**src/rtl/inst_sequencer.sv**
```systemverilog
// inst_sequencer: host-loaded program buffer plus issue FSM.
// The host fills the buffer while idle. start_ex then issues the
// instructions in order over a valid/ready handshake. Each instruction
// can carry a stall count (HOLD) and an end-of-program marker (END).
// Completion is signalled by a one-cycle done pulse, and the buffer is
// emptied at the same point.
module inst_sequencer #(
  parameter int DEPTH = 16,
  parameter int AW    = 4,
  parameter int IW    = 17
) (
  input  logic          clk,
  input  logic          reset,
  input  logic          inst_wr,
  input  logic [IW-1:0] inst_in,
  output logic          inst_mem_full,
  output logic [AW:0]   inst_count,
  output logic          wr_drop,
  input  logic          start_ex,
  output logic [IW-1:0] inst_out,
  output logic          inst_valid,
  input  logic          core_ready,
  output logic          busy,
  output logic          done
);

  // Instruction field layout.
  localparam int END_BIT = 16;
  localparam int HOLD_HI = 15;
  localparam int HOLD_LO = 12;

  typedef enum logic [1:0] {
    S_IDLE,
    S_ISSUE,
    S_HOLD,
    S_DONE
  } state_t;

  state_t         state;
  logic [IW-1:0]  mem [DEPTH];
  logic [AW:0]    count;
  logic [AW-1:0]  rd;
  logic [3:0]     hold_cnt;

  logic           idle;
  logic           start_ok;
  logic           wr_ok;
  logic           wr_bad;
  logic           last;
  logic           handshake;
  logic [AW-1:0]  rd_nxt;
  logic           cur_end;
  logic [3:0]     cur_hold;

  // Decode of the current request. inst_out always holds the
  // instruction at rd, so its END/HOLD fields steer the FSM directly.
  always_comb begin
    idle      = (state == S_IDLE);
    start_ok  = idle && start_ex && (count != '0);
    // A write that coincides with an accepted start is discarded, so
    // the program length cannot change under the issuer.
    wr_ok     = idle && inst_wr && !start_ok && (count != (AW+1)'(DEPTH));
    wr_bad    = inst_wr && !wr_ok;
    last      = ({1'b0, rd} == (count - (AW+1)'(1)));
    handshake = inst_valid && core_ready;
    rd_nxt    = rd + AW'(1);
    cur_end   = inst_out[END_BIT];
    cur_hold  = inst_out[HOLD_HI:HOLD_LO];
  end

  assign inst_mem_full = (count == (AW+1)'(DEPTH));
  assign inst_count    = count;
  assign busy          = !idle;

  // Program buffer write port. Contents are not reset; count alone
  // defines which entries are live.
  always_ff @(posedge clk) begin
    if (wr_ok) mem[count[AW-1:0]] <= inst_in;
  end

  // Issue FSM. All outputs are registered here.
  always_ff @(posedge clk or negedge reset) begin
    if (!reset) begin
      state      <= S_IDLE;
      count      <= '0;
      rd         <= '0;
      hold_cnt   <= '0;
      inst_out   <= '0;
      inst_valid <= 1'b0;
      wr_drop    <= 1'b0;
      done       <= 1'b0;
    end else begin
      done <= 1'b0;

      if (wr_ok) count <= count + (AW+1)'(1);

      // A discarded write wins over the clear from an accepted start,
      // so a write dropped in the start cycle stays visible.
      if (wr_bad)        wr_drop <= 1'b1;
      else if (start_ok) wr_drop <= 1'b0;

      case (state)
        S_IDLE: begin
          if (start_ok) begin
            state      <= S_ISSUE;
            rd         <= '0;
            inst_out   <= mem[0];
            inst_valid <= 1'b1;
          end
        end

        S_ISSUE: begin
          if (handshake) begin
            if (cur_end || last) begin
              // END or the last entry finishes the program; HOLD is ignored.
              state      <= S_DONE;
              inst_valid <= 1'b0;
              done       <= 1'b1;
            end else if (cur_hold == 4'd0) begin
              // Back-to-back issue with no bubble.
              rd       <= rd_nxt;
              inst_out <= mem[rd_nxt];
            end else begin
              state      <= S_HOLD;
              inst_valid <= 1'b0;
              hold_cnt   <= cur_hold;
            end
          end
        end

        S_HOLD: begin
          // hold_cnt == 1 on the last idle cycle. Issuing on that edge
          // leaves exactly HOLD cycles with inst_valid low.
          if (hold_cnt == 4'd1) begin
            state      <= S_ISSUE;
            rd         <= rd_nxt;
            inst_out   <= mem[rd_nxt];
            inst_valid <= 1'b1;
            hold_cnt   <= '0;
          end else begin
            hold_cnt <= hold_cnt - 4'd1;
          end
        end

        S_DONE: begin
          // done is high during this cycle. Empty the buffer and return
          // to idle. inst_out keeps the last instruction issued.
          state <= S_IDLE;
          count <= '0;
          rd    <= '0;
        end

        default: state <= S_IDLE;
      endcase
    end
  end

endmodule
```
**config.mk**
```make
export PLATFORM = sky130hd
export DESIGN_NAME = inst_sequencer
export DESIGN_NICKNAME = d
export VERILOG_FILES = /design/src/rtl/inst_sequencer.sv
export SDC_FILE = /design/constraint.sdc
export NUM_CORES = 1
export LEC_CHECK = 0
export CAP_MARGIN = 20
export CORE_UTILIZATION = 55
export DETAILED_ROUTE_END_ITERATION = 6
export DONT_BUFFER_PORTS = 1
export GPL_TIMING_DRIVEN = 0
export PLACE_DENSITY = 0.76
export SETUP_SLACK_MARGIN = 0.4
export SLEW_MARGIN = 15
export SYNTH_ARGS = -nofsm -noshare
export SYNTH_HDL_FRONTEND = slang
export SYNTH_SLANG_ARGS = --single-unit
```
**constraint.sdc**
```tcl
create_clock -name clk -period 3.95 [get_ports clk]
set_input_delay 1.185 -clock clk [delete_from_list [all_inputs] [get_ports clk]]
set_output_delay 1.185 -clock clk [all_outputs]
set_load 0.03 [all_outputs]
```
Word level (Yosys, flattened, before mapping)
Memory sizes are Yosys's and may differ from the RTL's. Index checks and enable logic that the tools add are counted.

ROM bits: 0. Output and inout bits: 27. Latch bits: 0. Memories kept: 1. Bits of input ports: 22. Logic and storage cells: 88. Flip-flop bits (word level): 35. RAM bits: 272.

$mul: 0. Bitwise logic cells: 0. Div/mod/pow operators: 0. Shift-type cells: 0. Multiplexer cells: 38. Equal/unequal tests: 14. Magnitude comparators: 0. $add $sub $neg: 4. Reduce and logical (&&, ||, !) cells: 23.

Memory list: mem (depth 16, width 17, read ports 2, clocked after memory_dff 0, wr ports 1, line 40) `logic [IW-1:0] mem [DEPTH];`.

Operator list (number): $mux 17 (5); $pmux 17 s3 (1); $mux 4 (9); $pmux 4 s4 (1); $mux 1 (12); $mux 2 (5); $mux 5 (2); $ne 2x2->1 const B (5); $reduce_and 5->1 (2); $pmux 2 s4 (1); $pmux 4 s2 (1); $reduce_and 4->1 (2); $logic_and 1x1->1 (7); $reduce_and 6->1 (1); $reduce_bool 2->1 (3); $add 5x1->5 const B (1); $eq 4x5->1 (1); $eq 5x5->1 const B (1); $ne 5x5->1 const B (1); $reduce_bool 5->1 (1); $sub 5x1->5 const B (1); $add 4x1->4 const B (1); $eq 2x2->1 const B (2); $eq 4x1->1 const B (1); 10 further kinds (12).

Depth between registers and ports, before layout
Gate-level depths: netlist (run 1).

Depth in word-level cells: 9. Mapped depth: 9. Gate-level depth less buffers: 7.

Worst setup path after synthesis (run 1)
OpenSTA, ideal clock, no wires.

Kind: register -> register. Start point: reg count[0], in the netlist inst_count[0]. End point: mem mem[1][0] (enable). Path buffers: 0. Library setup time: 0.413 ns. Cell stages (with the launch flop): 7. Data arrival time: 3.156 ns. Required time: 3.537 ns. Clock period less this slack: 3.568 ns. Slack: 0.382 ns. Path through: dfrtp_1 inv_1 ha_1 or3b_1 a211oi_2 nand2_1 nor3_1.

Word-level cells in the longest chain between the ends: 7. Elaborated cells between the ends (all ways): 8. Those cells by class: eq/ne (1); mux (2); reduce/logical (5).

Ends and longest elaborated chain: start: declaration (line 41) `logic [AW:0] count;`; start signal: assignment (line 95) `if (wr_ok) count <= count + (AW+1)'(1);`; $reduce_bool 5->1 (line 59) `start_ok = idle && start_ex && (count != '0);`; $logic_and 1x1->1 (line 59); $logic_not 1->1 (line 62) `wr_ok = idle && inst_wr && !start_ok && (count != (AW+1)'(DEPTH));`; $logic_and 1x1->1 (2 in a row) (line 62); $mux 1 (line 78) `if (wr_ok) mem[count[AW-1:0]] <= inst_in;`; $mux 1 (not written as such) (line 78); end: declaration (line 40).

Several ways; a longest one is shown, not always the timed one.

Worst setup path after layout (run 1)
Start point: reg count[0], in the netlist inst_count[0]. End point: mem mem[9][15] (enable).

Same word-level chain as after synthesis.

==> results.cfg, run 1 <==
[worst_setup_path]
path_max_fanout = 13
crit_end = mem[9][15]
cpPeakStageDelay_ns = 0.59
path_class = reg2reg
rr_worst_depth = 7
endpoint_kind = register
path_cells = inv_1 > ha_1 > or3b_1 > a211oi_2 > nand2_1 > nor2_2 > buf_8
cp-startpoint = inst_count[0]
reg2reg_slack_ns = 0.50
r2r_end = mem[9][15]
critPathArrivalTime_ns = 3.70
start_kind = register
cp.required_ns = 4.20
r2r-start = inst_count[0]
cp_slowest_cell = dfrtp_1

[drt]
drc = 11
wl_per_cell_um = 25.9
viasPerCell = 6.48
vias = 7280
ant_nets = 0
drt_wl_total_um = 29000
drtIter0Drc = 1053
first_pass_iters = 7

[layout]
final_net_count = 847
antenna-diode-count = 0
multiInputGateArea_um2 = 3560
area_growth_pct = 13.5
fill_cells = 1500
layout-drive-gt1-share_pct = 19.8
seq_area_um2 = 9040

[outcome]
status = finished, violations left
violations = DRC

[pwr]
power_density_nw_per_um2 = 775
finalPower_mw = 11.2
ir_worst_vdd_mv = 0.371
p_leak_nw = 4.89

[clock_tree]
h-tree-depth = 1
clk-insertion-delay-late_ns = 0.56
clock-sinks = 307
cts-hold-fix-buffers = 0
cts_tree = built
clock_path_buffers = 3
clock-root-buffer = clkbuf_16
path_clk_slew_ns = 0.07
cts_made_buffers = 30

[logic_synthesis]
synthesis.nets = 791
synth-edff-count = 272
synth_area_leaders = edfxtp_1 (64%), dfrtp_1 (6.8%), mux4_2 (6.3%)
synth_top_area_share_pct = 63.9
synth_most_common_cell = edfxtp_1
ys.flop_type = edfxtp_1
synth_area_per_cell_um2 = 16.9
yosysWarnings = 0
syn_inst = 758
ys_async_sr_fraction_pct = 11.4
synth_common_cells = edfxtp_1 (272), nor2_1 (76), mux2i_1 (69)
ys_seq_area_share_pct = 70.7
synth_largest_area_cell = edfxtp_1
synth_area_um2 = 12800
ys_types = 55
ys_ff_latch = 307

[global_route]
first_global_vias = 7488
grt_max_degree = 36
gr-total-overflow = 0
antenna_found_initial = 0
grtUsageTotal_pct = 25.0
grt_pass1_wl_um = 44200

[sta]
setup_viol = 0
hold_ws_ns = 0.317
clock.fmax_ghz = 0.290
rsz0062_at_grt = true
period_share_pct = 87.3
worst_pin_slew_ns = 1.02
timing.final.max_slew_violations = 0
fin_crit_ns = 3.45
slew_headroom_pct = 31.8
finalHoldViolations = 0
skew_ns = 0.0129

[placed_design]
globalplace.congestion = 0.852
dp.final_hpwl_um = 18900
io_buffers = 0

[floorplan]
die_h_um = 154
dieArea_um2 = 23900
pin_count = 49
core_um2 = 22700
start_util_pct = 56.3
row_count = 55
chipWidth_um = 154

[flow_run]
maxCapViolCount = 0

[worst_hold_path]
hp-class = in2async
[what timing repair did]
item	in CTS	in global routing
buffers inserted	0	4
setup endpoints to repair	0	60
resized for setup	0	3
[critical path: cells and delay by family, from the launching register on]
family	cells	cell delay, ns
simple gates	3	1.33
buf+inv	2	0.39
compound gates	1	0.53
flops	1	0.59
fa+ha+maj	1	0.29
[metrics by stage]
| step | TNS, ns | std cells | instance area (um^2) | setup slack (ns) | utilization, % |
|---|---|---|---|---|---|
| 6_report | 0 | 1123 | 14500 | 0.501 | 63.9 |
| 5_1_grt | 0 | 1123 | 14500 | 0.363 | 63.9 |
| 4_1_cts | 0 | 1119 | 14500 | 0.528 | 63.7 |
| 3_5_place_dp | 0 | 1063 | 13500 | 0.545 | 59.3 |
| 3_3_place_gp | -25.52 | 1043 | 13200 | -0.803 | 57.9 |
| 2_1_floorplan | 0 | 758 | 12800 | 0.469 | - |
[per-layer routing]
layer	part of all wire (%)	track usage, %	wire (um)	up-vias
met5	0	0	0	-
met4	3.7	10.1	1070	0
met3	8.4	4.37	2430	76
met2	48	40.9	14000	390
met1	40	33.6	11600	3702
li1	-	-	-	3112
[logic make-up (layout without fill, tap and decap cells)]
logic type | after synthesis | after routing | synth area share [%]
flops | 307 | 307 | 70.7
compound gates | 134 | 134 | 8.63
simple gates | 127 | 127 | 4.71
mux | 107 | 107 | 11.9
buf+inv | 60 | 140 | 2.14
xor+xnor | 12 | 12 | 0.822
fa+ha+maj | 11 | 11 | 1.08
[sequential cells by signal (all words and copies together) (netlist names)]
name / cells
mem: 272
hold_cnt: 4
inst_out: 17
wr_drop: 1
state: 2
rd: 4
inst_valid: 1
inst_count: 5
done: 1
[power breakdown]
group / internal [mW] / switching [mW]
combinational: 1.62 / 2.49
clock: 1.69 / 1.17
sequential: 3.79 / 0.483
[how the worst min path moves through the flow]
stage                  start          end  cells after the start
floorplan           state[1]     state[1]                      1
global placement    state[1]     state[1]                      1
detailed placement  state[1]     state[1]                      1
CTS                    reset  inst_out[5]                      0
global route           reset  inst_out[5]                      0
finish                 reset  inst_out[1]                      0
[layout make-up]
cell class | instances | share of cell area, %
flip-flops and latches | 307 | 62.3
multi-input cells | 391 | 24.5
clock buffers | 40 | 5.79
well taps | 285 | 2.46
repair buffers | 24 | 1.91
plain buffers | 39 | 1.35
clock inverters | 16 | 1.13
inverters | 21 | 0.543
[cell usage in the layout, fill, tap and decap left out, types with 4 or more instances in the layout]
cell,Yosys,final
edfxtp_1,272,272
mux2i_1,69,69
nor2_1,76,64
mux4_2,36,36
dfrtp_1,35,35
a22oi_1,33,33
clkbuf_16,0,31
a21oi_1,22,22
o211ai_1,22,22
inv_1,21,21
clkbuf_1,15,21
o22ai_1,19,19
buf_2,14,15
nand2_1,14,14
ha_1,11,11
o31ai_4,10,10
clkinv_2,0,10
nor2_2,0,9
buf_6,1,9
buf_4,2,8
nand2b_1,7,7
xor2_1,7,7
buf_1,6,7
buf_8,0,7
nand3_1,6,6
o31ai_1,6,6
xnor2_1,5,5
nor3_1,8,4
Note: power is estimated with default switching activity, not from simulation.
==> run 2, diff against run 1 <==
--- a/config.mk
+++ b/config.mk
@@ -10,7 +10,7 @@
 export DETAILED_ROUTE_END_ITERATION = 6
 export DONT_BUFFER_PORTS = 1
 export GPL_TIMING_DRIVEN = 0
-export PLACE_DENSITY = 0.76
+export PLACE_DENSITY = 0.79
 export SETUP_SLACK_MARGIN = 0.4
 export SLEW_MARGIN = 15
 export SYNTH_ARGS = -nofsm -noshare
==> constraint.sdc (replaced) <==
create_clock -name clk -period 2.8 [get_ports clk]
set_input_delay 0.84 -clock clk [delete_from_list [all_inputs] [get_ports clk]]
set_output_delay 0.84 -clock clk [all_outputs]
set_load 0.03 [all_outputs]
==> results.cfg, run 2 (synthesized netlist as in run 1, its figures left out) <==
[global_route]
grt_pass1_wl_um = 50000
grtUsageTotal_pct = 29.0
gr-total-overflow = 0
grt_max_degree = 36
antenna_found_initial = 0
first_global_vias = 8071

[clock_tree]
clock-sinks = 307
clk-insertion-delay-late_ns = 0.56
h-tree-depth = 1
path_clk_slew_ns = 0.07
clock_path_buffers = 3
cts_tree = built
clock-root-buffer = clkbuf_16
cts_made_buffers = 30

[floorplan]
pin_count = 49
chipWidth_um = 154
start_util_pct = 56.3
dieArea_um2 = 23900
row_count = 55
core_um2 = 22700
die_h_um = 154

[worst_setup_path]
critPathArrivalTime_ns = 3.12
cp.required_ns = 3.07
r2r-start = inst_count[0]
path_class = reg2reg
cp_num_buf_inv = 5
rr_worst_depth = 9
path_max_fanout = 8
r2r_end = mem[11][8]
cp_top_family = buffers and inverters
cp_slowest_cell = dfrtp_2
endpoint_kind = register
start_kind = register
cpPeakStageDelay_ns = 0.54
path_cells = inv_2 > ha_4 > buf_6 > or3b_4 > a2111o_2 > buf_6 > buf_6 > nor2_4 > clkbuf_16
crit_top_cell = buf_6
reg2reg_slack_ns = -0.05

[worst_hold_path]
hp-class = in2async

[sta]
fin_crit_ns = 2.85
layout_setup_ws_ns = -0.0521
timing.final.max_slew_violations = 0
skew_ns = 0.0216
hold_ws_ns = 0.111
clock.fmax_ghz = 0.351
worst_pin_slew_ns = 0.788
setup_viol = 25
tns_ns = -0.532
finalHoldViolations = 0
period_share_pct = 102
slew_headroom_pct = 47.4
rsz0062_at_grt = true

[pwr]
ir_worst_vdd_mv = 0.596
power_density_nw_per_um2 = 1120
p_leak_nw = 5.49

[layout]
mostFrequentLayoutCell = edfxtp_1
area_growth_pct = 25.7
final_net_count = 919
layout-drive-gt1-share_pct = 30.9
layout_common_cells = edfxtp_1 (272), mux2i_1 (69), nor2_1 (59)
largest_register_ff_count = 272
antenna-diode-count = 0

[drt]
drtIter0Drc = 1323
drc = 0
wl_per_cell_um = 31.6
drt_wl_total_um = 37700
ant_nets = 0
vias = 8248
first_pass_iters = 7
viasPerCell = 6.90

[outcome]
violations = setup timing
status = finished, violations left

[placed_design]
globalplace.congestion = 0.921
dp.final_hpwl_um = 18200
io_buffers = 0

[flow_run]
maxCapViolCount = 0
run 2: changes by cell type in the layout (fill, tap and decap cells not counted), sizes merged:
| cell | delta |
|---|---|
| clkinvlp | -1 |
| clkinv | +5 |
| bufinv | +1 |
| clkbuf | +2 |
| inv | -1 |
| buf | +66 |
run 2: worst max-delay path by stage:
stage,from,endpoint,slack [ns],depth (start not counted)
6_report,inst_count[0],mem[11][8],-0.05,9
4_1_cts,inst_count[0],inst_mem_full,0.007,3
5_1_grt,inst_count[0],inst_out[3],-0.09,13
3_5_place_dp,inst_count[0],mem[2][14],-0.40,6
3_3_place_gp,inst_count[2],mem[1][13],-0.37,5
2_1_floorplan,inst_count[0],mem[1][0],0.12,6
run 2: repair_timing:
item | 4_1_cts | 5_1_grt
endpoints found under the hold margin | 35 | 0
gates cloned | 9 | 5
hold buffers | 1 | 0
resized for setup | 63 | 68
setup buffers | 56 | 24
setup endpoints to repair | 288 | 304
pin swaps | 22 | 27
run 2: area by class of cell:
cell class,instances,area [um^2]
clock inverters,20,203
clock buffers,36,795
fillers,1202,6630
repair buffers,96,1410
flip-flops and latches,307,9050
multi-input cells,391,3930
inverters,21,81.3
well taps,285,357
plain buffers,39,259
run 2: routing by layer:
metal	global-route usage (%)	vias to the layer above	part of all wire [%]
li1	-	3277	-
met1	35.8	4137	34
met2	49.9	652	49
met3	5.27	182	10
met4	13.2	0	6.4
met5	0	-	0
run 2: worst reg2reg max path, stage by stage, from the launching register on:
cell,delay (ns)
dfrtp_2,0.54
inv_2,0.13
ha_4,0.14
buf_6,0.10
or3b_4,0.41
a2111o_2,0.53
buf_6,0.15
buf_6,0.13
nor2_4,0.22
clkbuf_16,0.20
run 2: stage by stage:
stage	worst slack, ns	area, um^2	total power [mW]	utilization [%]	instances
final	-0.0521	16100	18.0	70.8	1195
after global routing	-0.0858	16100	18.4	70.8	1195
after CTS	0.00740	15400	16.6	68.0	1166
after detailed placement	-0.398	13300	11.8	58.8	1044
after global placement	-0.375	13300	11.6	58.7	1043
after floorplan	0.124	13000	10.3	-	758
run 2: power breakdown:
group / internal, mW / switching, mW / total, mW
clock: 2.39 / 1.73 / 4.12
combinational: 3.26 / 4.49 / 7.75
sequential: 5.35 / 0.738 / 6.09
==> run 3, diff against run 2 <==
--- a/config.mk
+++ b/config.mk
@@ -10,6 +10,7 @@
 export DETAILED_ROUTE_END_ITERATION = 6
 export DONT_BUFFER_PORTS = 1
 export GPL_TIMING_DRIVEN = 0
+export MAX_ROUTING_LAYER = met4
 export PLACE_DENSITY = 0.79
 export SETUP_SLACK_MARGIN = 0.4
 export SLEW_MARGIN = 15
==> results.cfg, run 3 (synthesized netlist as in run 1, its figures left out) <==
[worst_setup_path]
endpoint_kind = register
path_class = reg2reg
reg2reg_slack_ns = -0.04
path_max_fanout = 8
cp.required_ns = 3.24
start_kind = register
critPathArrivalTime_ns = 3.28

[layout]
final_net_count = 904
fin_util_pct = 69.7
layout_common_cells = edfxtp_1 (272), mux2i_1 (69), nor2_1 (59)
largest_register_ff_count = 272
fill_cells = 1244
antenna-diode-count = 0
layout-drive-gt1-share_pct = 30.6
multiInputGateArea_um2 = 3940
area_growth_pct = 23.7
seq_area_um2 = 9060
mostFrequentLayoutCell = edfxtp_1

[clock_tree]
clk-insertion-delay-late_ns = 0.55
cts_made_buffers = 29
clock-sinks = 307
path_clk_slew_ns = 0.07
cts_tree = built
clock-root-buffer = clkbuf_16
h-tree-depth = 1
clock_path_buffers = 3

[drt]
ant_nets = 0
drtIter0Drc = 1390
first_pass_iters = 5
drc = 0
drt_wl_total_um = 35900
viasPerCell = 6.84
vias = 8055
wl_per_cell_um = 30.5

[placed_design]
dp.final_hpwl_um = 18300
globalplace.congestion = 0.889
place_ws_ns = -0.487
io_buffers = 0

[sta]
clock.fmax_ghz = 0.352
slew_headroom_pct = 50.1
skew_ns = 0.0289
finalHoldViolations = 0
setup_viol = 13
layout_setup_ws_ns = -0.0408
period_share_pct = 101
tns_ns = -0.217
worst_pin_slew_ns = 0.749
timing.final.max_slew_violations = 0
fin_crit_ns = 2.84
rsz0062_at_grt = true

[global_route]
grt_max_degree = 36
grt_pass1_wl_um = 48500
grtUsageTotal_pct = 28.5
gr-total-overflow = 0
antenna_found_initial = 0
first_global_vias = 7855

[pwr]
ir_worst_vdd_mv = 0.612
finalPower_mw = 17.4
power_density_nw_per_um2 = 1100
p_leak_nw = 5.37

[floorplan]
pin_count = 49
die_h_um = 154
core_um2 = 22700
chipWidth_um = 154
row_count = 55
dieArea_um2 = 23900
start_util_pct = 56.3

[outcome]
violations = setup timing
status = finished, violations left

[worst_hold_path]
hp-class = in2async

[flow_run]
maxCapViolCount = 0
## run 3: cell types whose count changed in the layout (fill, tap and decap cells not counted), sizes merged
cell    previous run  this run
buf              114       104
clkinv            15        10
bufinv             4         1
clkbuf            57        58
## run 3: path summary, 6_finish.rpt
check | start | endpoint | depth (start not counted)
min | reset | inst_out[4] | 1
max reg2reg | inst_count[0] | inst_out[2] | 10
max | inst_count[0] | inst_out[2] | 10
max in group asynchronous | reset | inst_out[13] | 1
min reg2reg | hold_cnt[3] | hold_cnt[3] | 2
min in group clk | inst_in[16] | mem[9][16] | 0
## run 3: layout make-up
class,instances,share of cell area (%)
clock inverter,12,0.593
timing repair buffer,82,7.83
multi-input combinational,391,24.9
inverter,21,0.530
sequential,307,57.2
tap,285,2.25
clock buffer,41,5.06
buffer,39,1.62
## run 3: where the power goes
part | switching [mW] | total (mW) | internal (mW)
registers | 0.731 | 6.09 | 5.36
clock network | 1.64 | 3.73 | 2.08
logic | 4.49 | 7.58 | 3.08
total | 6.87 | 17.4 | 10.5
## run 3: worst max-delay path: stages, from the launching register on
cell and delay (ns):
dfrtp_4 0.59, inv_4 0.10, ha_4 0.16, or3b_4 0.41
buf_6 0.13, buf_6 0.11, o22ai_4 0.18, o2111a_2 0.31
o21a_1 0.22, buf_6 0.19, mux2_4 0.32
## run 3: what timing repair did
| action | 4_1_cts | 5_1_grt |
|---|---|---|
| pin swaps | 36 | 22 |
| endpoints found under the setup margin | 288 | 306 |
| hold buffers | 1 | 0 |
| endpoints found under the hold margin | 35 | 0 |
| cloned | 9 | 1 |
| resized for setup | 79 | 64 |
| buffers inserted | 56 | 14 |
## run 3: through the flow
| step | area, um^2 | hold WS [ns] | std cells |
|---|---|---|---|
| after floorplan | 13000 | 0.514 | 758 |
| after global placement | 13300 | 0.528 | 1043 |
| after detailed placement | 13300 | 0.545 | 1044 |
| after global routing | 15800 | 0.126 | 1178 |
| final | 15800 | 0.116 | 1178 |
| after CTS | 15400 | 0.119 | 1163 |
## run 3: routing by layer
metal | up-vias | share of wire, % | track usage [%]
met5 | - | 0 | -
met4 | 0 | 5.9 | 10.8
met3 | 178 | 11 | 5.38
met2 | 658 | 49 | 46.5
met1 | 3983 | 34 | 35.8
li1 | 3236 | - | -
